--- config.mk ---
export PLATFORM = sky130hd
export DESIGN_NAME = pixel_packer_tx
export DESIGN_NICKNAME = d
export VERILOG_FILES = /design/src/rtl/pixel_packer_tx.sv
export SDC_FILE = /design/constraint.sdc
export NUM_CORES = 1
export LEC_CHECK = 0
export CAP_MARGIN = 30
export CORE_UTILIZATION = 46
export DETAILED_ROUTE_END_ITERATION = 10
export HOLD_SLACK_MARGIN = 0.02
export PLACE_DENSITY_LB_ADDON = 0.2
export SLEW_MARGIN = 20
export SYNTH_ARGS = -nofsm -noshare
export SYNTH_HDL_FRONTEND = slang
export SYNTH_SLANG_ARGS = --single-unit
--- constraint.sdc ---
create_clock -name i_clk -period 3.5 [get_ports i_clk]
set_input_delay 0.35 -clock i_clk [delete_from_list [all_inputs] [get_ports i_clk]]
set_output_delay 0.35 -clock i_clk [all_outputs]
set_load 0.05 [all_outputs]
--- src/rtl/pixel_packer_tx.sv ---
// pixel_packer_tx: packs NB_PIXEL-wide convolved pixels into NB_DATA-wide
// words with a valid/ready output stage. A word closes when its last lane
// fills or when the column ends. A column-end word has its unfilled lanes
// zeroed and is flagged with o_last.
// Ports:
//   i_clk          clock, rising edge
//   i_reset        asynchronous active-low reset
//   i_pixel        input pixel
//   i_pixel_valid  i_pixel valid this cycle
//   o_pixel_ready  block accepts a pixel this cycle
//   o_axi_data     packed output word (lane 0 in the MSBs)
//   o_valid        o_axi_data holds a word
//   i_ready        downstream accepts the word this cycle
//   o_last         final word of a column, qualified by o_valid
module pixel_packer_tx #(
  parameter int unsigned IMAGE_HEIGHT = 200,
  parameter int unsigned NB_PIXEL     = 8,
  parameter int unsigned NB_DATA      = 32,
  parameter int unsigned COL_LEN      = IMAGE_HEIGHT - 2
) (
  input  logic                i_clk,
  input  logic                i_reset,
  input  logic [NB_PIXEL-1:0] i_pixel,
  input  logic                i_pixel_valid,
  output logic                o_pixel_ready,
  output logic [NB_DATA-1:0]  o_axi_data,
  output logic                o_valid,
  input  logic                i_ready,
  output logic                o_last
);

  localparam int unsigned LANES  = NB_DATA / NB_PIXEL;
  localparam int unsigned LANE_W = (LANES > 1) ? $clog2(LANES) : 1;
  localparam int unsigned COL_W  = (COL_LEN > 1) ? $clog2(COL_LEN) : 1;

  typedef enum logic {S_FILL, S_HOLD} state_t;

  state_t              state_q, state_d;
  logic [LANE_W-1:0]   lane_q, lane_d;
  logic [COL_W-1:0]    col_q, col_d;
  logic [NB_DATA-1:0]  pack_q, pack_d;
  logic                hold_last_q, hold_last_d;
  logic [NB_DATA-1:0]  out_data_q, out_data_d;
  logic                out_valid_q, out_valid_d;
  logic                out_last_q, out_last_d;
  logic                rdy_q, rdy_d;

  logic                accept_c;
  logic                xfer_c;
  logic                col_end_c;
  logic                word_done_c;
  logic [NB_DATA-1:0]  word_new_c;

  assign accept_c    = i_pixel_valid & rdy_q;
  assign xfer_c      = out_valid_q & i_ready;
  assign col_end_c   = (col_q == COL_W'(COL_LEN - 1));
  assign word_done_c = (lane_q == LANE_W'(LANES - 1)) | col_end_c;

  // Pack register is zero past the current lane, so OR-ing the new pixel
  // into its slot also leaves unfilled lanes zero on a column-end word.
  always_comb begin
    word_new_c = pack_q;
    for (int l = 0; l < int'(LANES); l++) begin
      if (lane_q == LANE_W'(l)) begin
        word_new_c[NB_DATA - 1 - l * NB_PIXEL -: NB_PIXEL] = i_pixel;
      end
    end
  end

  // Next-state and datapath control.
  always_comb begin
    state_d     = state_q;
    lane_d      = lane_q;
    col_d       = col_q;
    pack_d      = pack_q;
    hold_last_d = hold_last_q;
    out_data_d  = out_data_q;
    out_valid_d = out_valid_q;
    out_last_d  = out_last_q;

    // A transfer empties the output register unless a word loads below.
    if (xfer_c) begin
      out_valid_d = 1'b0;
    end

    case (state_q)
      S_FILL: begin
        if (accept_c) begin
          col_d = col_end_c ? '0 : col_q + COL_W'(1);
          if (word_done_c) begin
            lane_d = '0;
            if (!out_valid_q || xfer_c) begin
              out_data_d  = word_new_c;
              out_valid_d = 1'b1;
              out_last_d  = col_end_c;
              pack_d      = '0;
            end else begin
              // Output busy: park the finished word and stop accepting.
              pack_d      = word_new_c;
              hold_last_d = col_end_c;
              state_d     = S_HOLD;
            end
          end else begin
            pack_d = word_new_c;
            lane_d = lane_q + LANE_W'(1);
          end
        end
      end
      S_HOLD: begin
        if (xfer_c) begin
          out_data_d  = pack_q;
          out_valid_d = 1'b1;
          out_last_d  = hold_last_q;
          pack_d      = '0;
          state_d     = S_FILL;
        end
      end
      default: state_d = S_FILL;
    endcase

    rdy_d = (state_d == S_FILL);
  end

  // State register; ready is held low throughout reset.
  always_ff @(posedge i_clk or negedge i_reset) begin
    if (!i_reset) begin
      state_q     <= S_FILL;
      lane_q      <= '0;
      col_q       <= '0;
      pack_q      <= '0;
      hold_last_q <= 1'b0;
      out_data_q  <= '0;
      out_valid_q <= 1'b0;
      out_last_q  <= 1'b0;
      rdy_q       <= 1'b0;
    end else begin
      state_q     <= state_d;
      lane_q      <= lane_d;
      col_q       <= col_d;
      pack_q      <= pack_d;
      hold_last_q <= hold_last_d;
      out_data_q  <= out_data_d;
      out_valid_q <= out_valid_d;
      out_last_q  <= out_last_d;
      rdy_q       <= rdy_d;
    end
  end

  assign o_pixel_ready = rdy_q;
  assign o_axi_data    = out_data_q;
  assign o_valid       = out_valid_q;
  assign o_last        = out_last_q;

endmodule

==> results.md <==
- The first detailed-routing pass ran for 4 iterations.
- The antenna violation net count after detailed routing is 0.
- The count of mapped cells out of synthesis is 277.
- In this run, distinct cell masters in the synthesized netlist total 38.
- Across all setup checks in the final design, the least slack found is 1210 ps.
- The worst setup path is launched from a flop.
- The flow ran to the end, and the final reports show no timing, DRC or antenna violations.
- The aggregate routed wire length is 7840 um.
- The half-perimeter wire length after detailed placement is 5220 um.
- The worst hold path belongs to the class in -> async.
- Across every metal layer, demand over resource in global routing totals 0.199.
- In this run the tool buffered the top-level ports with 46 buffer cells.
- The routability congestion estimate from global placement is 0.747.
- The core area is 7850 um^2.
- Each instance of the synthesized netlist takes up on average 13.7 um^2.
- Counting the buffers created by CTS gives 9.
- The startpoint identified for the worst register-to-register timing path is state_q.
- The power density over the cells is 1000 nW/um^2.
- The worst-case headroom to the max-slew limit is 0.537.
- Clock latency on the worst-skew pair, taken at its later pin, is 360 ps.
- For this run, the share of the core covered by cells in the final layout is 0.580.
- The required time at the worst-slack endpoint is 3740 ps.
- The die is 92.8 um tall.
- The tree is rooted in a clkbuf_8.
- The completed layout was analyzed and its total power is 0.00457 W.
- Setup repair after global routing left no endpoint under its margin.
- The clock-pin slew on the worst setup and hold paths is 90 ps.
- The number of register bits inferred by synthesis is 79.
- The largest net degree at the start of global routing is 55.
- The mapped netlist covers 3790 um^2.
- Ranked by total cell area, the synthesized netlist is headed by dfrtp_1, mux2_4, mux2_2, a22o_1, ha_1.
- Timing would allow up to 0.436 GHz.
- STA classifies the critical path endpoint as a flop.
- Of the synthesized area, sequential elements account for 0.521.
- 47 I/O pins were placed.
- The fill cell instance count of the final layout is 676.
- The average wire per standard cell is 18.1 um.
- The number of rows in the core area is 32.
- The largest total area in the synthesized netlist belongs to dfrtp_1.
- Counting every net in the synthesized netlist gives 295.
- In this run, the number of DRC markers left after iteration 0 of detailed routing was 118.
- The post-layout net count is 345.
- The measured slew at the worst slew-check pin is 693 ps.
- The number of maximum-capacitance violations is 0.
- The CTS tree is done.
- The maximum resistive drop on vdd is 0.427 mV.
- Setup violations remaining at the end of the flow were counted as 0.
- The number of antenna violations at the first check in global routing is 0.
- The number of global-route vias before repair is 2371.
- The final total negative setup slack is 0 ps.
- The proportion of netlist area held by the largest area contributor is 0.521.
- The horizontal die dimension is 92.8 um.
- The number of max-slew violations in the final report is 0.
- The first global-routing pass estimated 12900 um of wire.
- The Yosys step of the flow raised 0 warnings.
- The final antenna diode count is 0.
- The total number of clock tree sinks is 79.
- Of the available clock period, the critical path in the final layout requires 0.655.
- The critical path in this run is classified as reg -> reg.
- The remaining design rule violation count is 0.
- In the final layout, the share of cells above drive strength 1 is 0.289.
- In this run the deepest clock path goes through 2 buffers.
- The analysis attributes to cell leakage a power of 2.12 nW.
- For this configuration, the core starts out at a cell density of 0.483.
- The die area is 8610 um^2.
- The number of hold-slack violations in the final timing report was 0.
- After detailed routing, the number of vias per cell comes to 5.53.
- The minimum clock period after layout is 2290 ps.
- The maximum level of the CTS H-tree is 3.
- Timing analysis after detailed placement gives a worst setup slack of 907 ps.
- The area growth from synthesis to layout is 20.0%.
- The final clock skew is 10.0 ps.
- The global route total overflow is 0.
- The worst endpoint data arrival time is 2530 ps.
- The routed layout has 2398 vias.
- Along the worst path, the maximum fanout reaches 18.
- The startpoint of the worst setup timing path is state_q.
## worst max-delay path, cell delays in order, from the launching register on
cell	delay (ps)
dfrtp_1	700
nand3b_1	180
buf_4	190
nand2_1	150
o211ai_4	270
buf_4	360
mux2_4	330
## state kept, by name (all words and copies together) (netlist names)
name and flops:
pack_q 32, o_axi_data 32, o_last 1, o_valid 1
lane_q 2, col_q 8, o_pixel_ready 1, state_q 1
hold_last_q 1
## power by group
part	switching, W	internal (W)	total (W)
registers	0.000256	0.00127	0.00153
logic	0.00132	0.00111	0.00242
clock network	0.000360	0.000263	0.000623
## final cells by class
| cell class | count | area, um^2 | area share |
|---|---|---|---|
| inverters | 8 | 30.0 | 0.00660 |
| well taps | 102 | 128 | 0.0281 |
| repair buffers | 52 | 526 | 0.116 |
| multi-input cells | 177 | 1710 | 0.376 |
| clock buffers | 9 | 124 | 0.0272 |
| flip-flops and latches | 79 | 1980 | 0.435 |
| clock inverters | 7 | 56.3 | 0.0124 |
## path summary, 6_finish.rpt
| check | slack [ps] | end | cells past startpoint |
|---|---|---|---|
| min | 450 | lane_q[0] | 2 |
| min in group i_clk | 490 | col_q[5] | 1 |
| min reg2reg | 490 | col_q[5] | 1 |
| max reg2reg | 1210 | o_axi_data[22] | 6 |
| max in group asynchronous | 2470 | pack_q[27] | 3 |
| max | 1210 | o_axi_data[22] | 6 |
## layer usage
metal	global-route usage	wire, um	vias up
met2	0.290	3480	56
met1	0.294	3970	1209
li1	-	-	1123
met4	0.0769	102	0
met5	0	0	-
met3	0.0353	289	10
## cells by family after synthesis
| group | count (synthesis) | share of synthesized area |
|---|---|---|
| multiplexers | 65 | 0.223 |
| AND/OR/NAND/NOR | 42 | 0.0617 |
| AO/OA/AOI/OAI | 61 | 0.140 |
| XOR/XNOR | 3 | 0.00693 |
| buffers and inverters | 21 | 0.0280 |
| flip-flops | 79 | 0.521 |
| adder cells (fa/ha/maj) | 6 | 0.0198 |
## synth_stat cells
library cell and n:
nand2b_1 3, mux2_2 35, nand4bb_4 1, o221ai_2 3, o21bai_2 1, nand2_1 14
or3_1 1, mux2_4 30, inv_1 8, and2_1 1, xor2_1 1, o21ai_4 1
and3b_1 1, nand3_1 5, o21a_1 1, a21o_1 2, and3_1 5, a22oi_1 1
nor2b_1 2, xnor2_1 2, a211oi_2 2, buf_6 3, nor3_1 1, o22a_1 1
a21oi_1 5, ha_1 6, nand3b_1 2, a22o_1 32, o31ai_1 2, a32o_1 1
nor2_1 5, o211ai_4 1, o22ai_1 1, o21ai_0 7, dfrtp_1 79, buf_2 4
nand4_1 1, clkbuf_1 6
## per-stage QoR
step	hold WS (ps)	instances	cell area [um^2]
6_report	454	434	4550
3_5_place_dp	292	417	4360
3_3_place_gp	473	416	4330
2_1_floorplan	54.4	277	3790
4_1_cts	465	434	4550
5_1_grt	472	434	4550
## cell usage in the layout, fill, tap and decap left out, types with 4 or more instances in the layout
| master | netlist | routed |
|---|---|---|
| a21oi_1 | 5 | 5 |
| a22o_1 | 32 | 32 |
| and3_1 | 5 | 5 |
| buf_4 | 0 | 5 |
| clkbuf_8 | 0 | 9 |
| clkdlybuf4s50_1 | 0 | 45 |
| clkinvlp_4 | 0 | 4 |
| dfrtp_1 | 79 | 79 |
| ha_1 | 6 | 6 |
| inv_1 | 8 | 8 |
| mux2_2 | 35 | 35 |
| mux2_4 | 30 | 30 |
| nand2_1 | 14 | 14 |
| nand3_1 | 5 | 5 |
| nor2_1 | 5 | 5 |
| o21ai_0 | 7 | 7 |
## what timing repair did
| item | CTS | global route |
|---|---|---|
| hold buffers | 1 | 0 |
| hold endpoints to repair | 25 | 0 |
| gates resized for setup | 0 | 0 |
| buffers inserted | 0 | 0 |
| endpoints found under the setup margin | 0 | 0 |
Note: power is estimated with default switching activity, not from simulation.
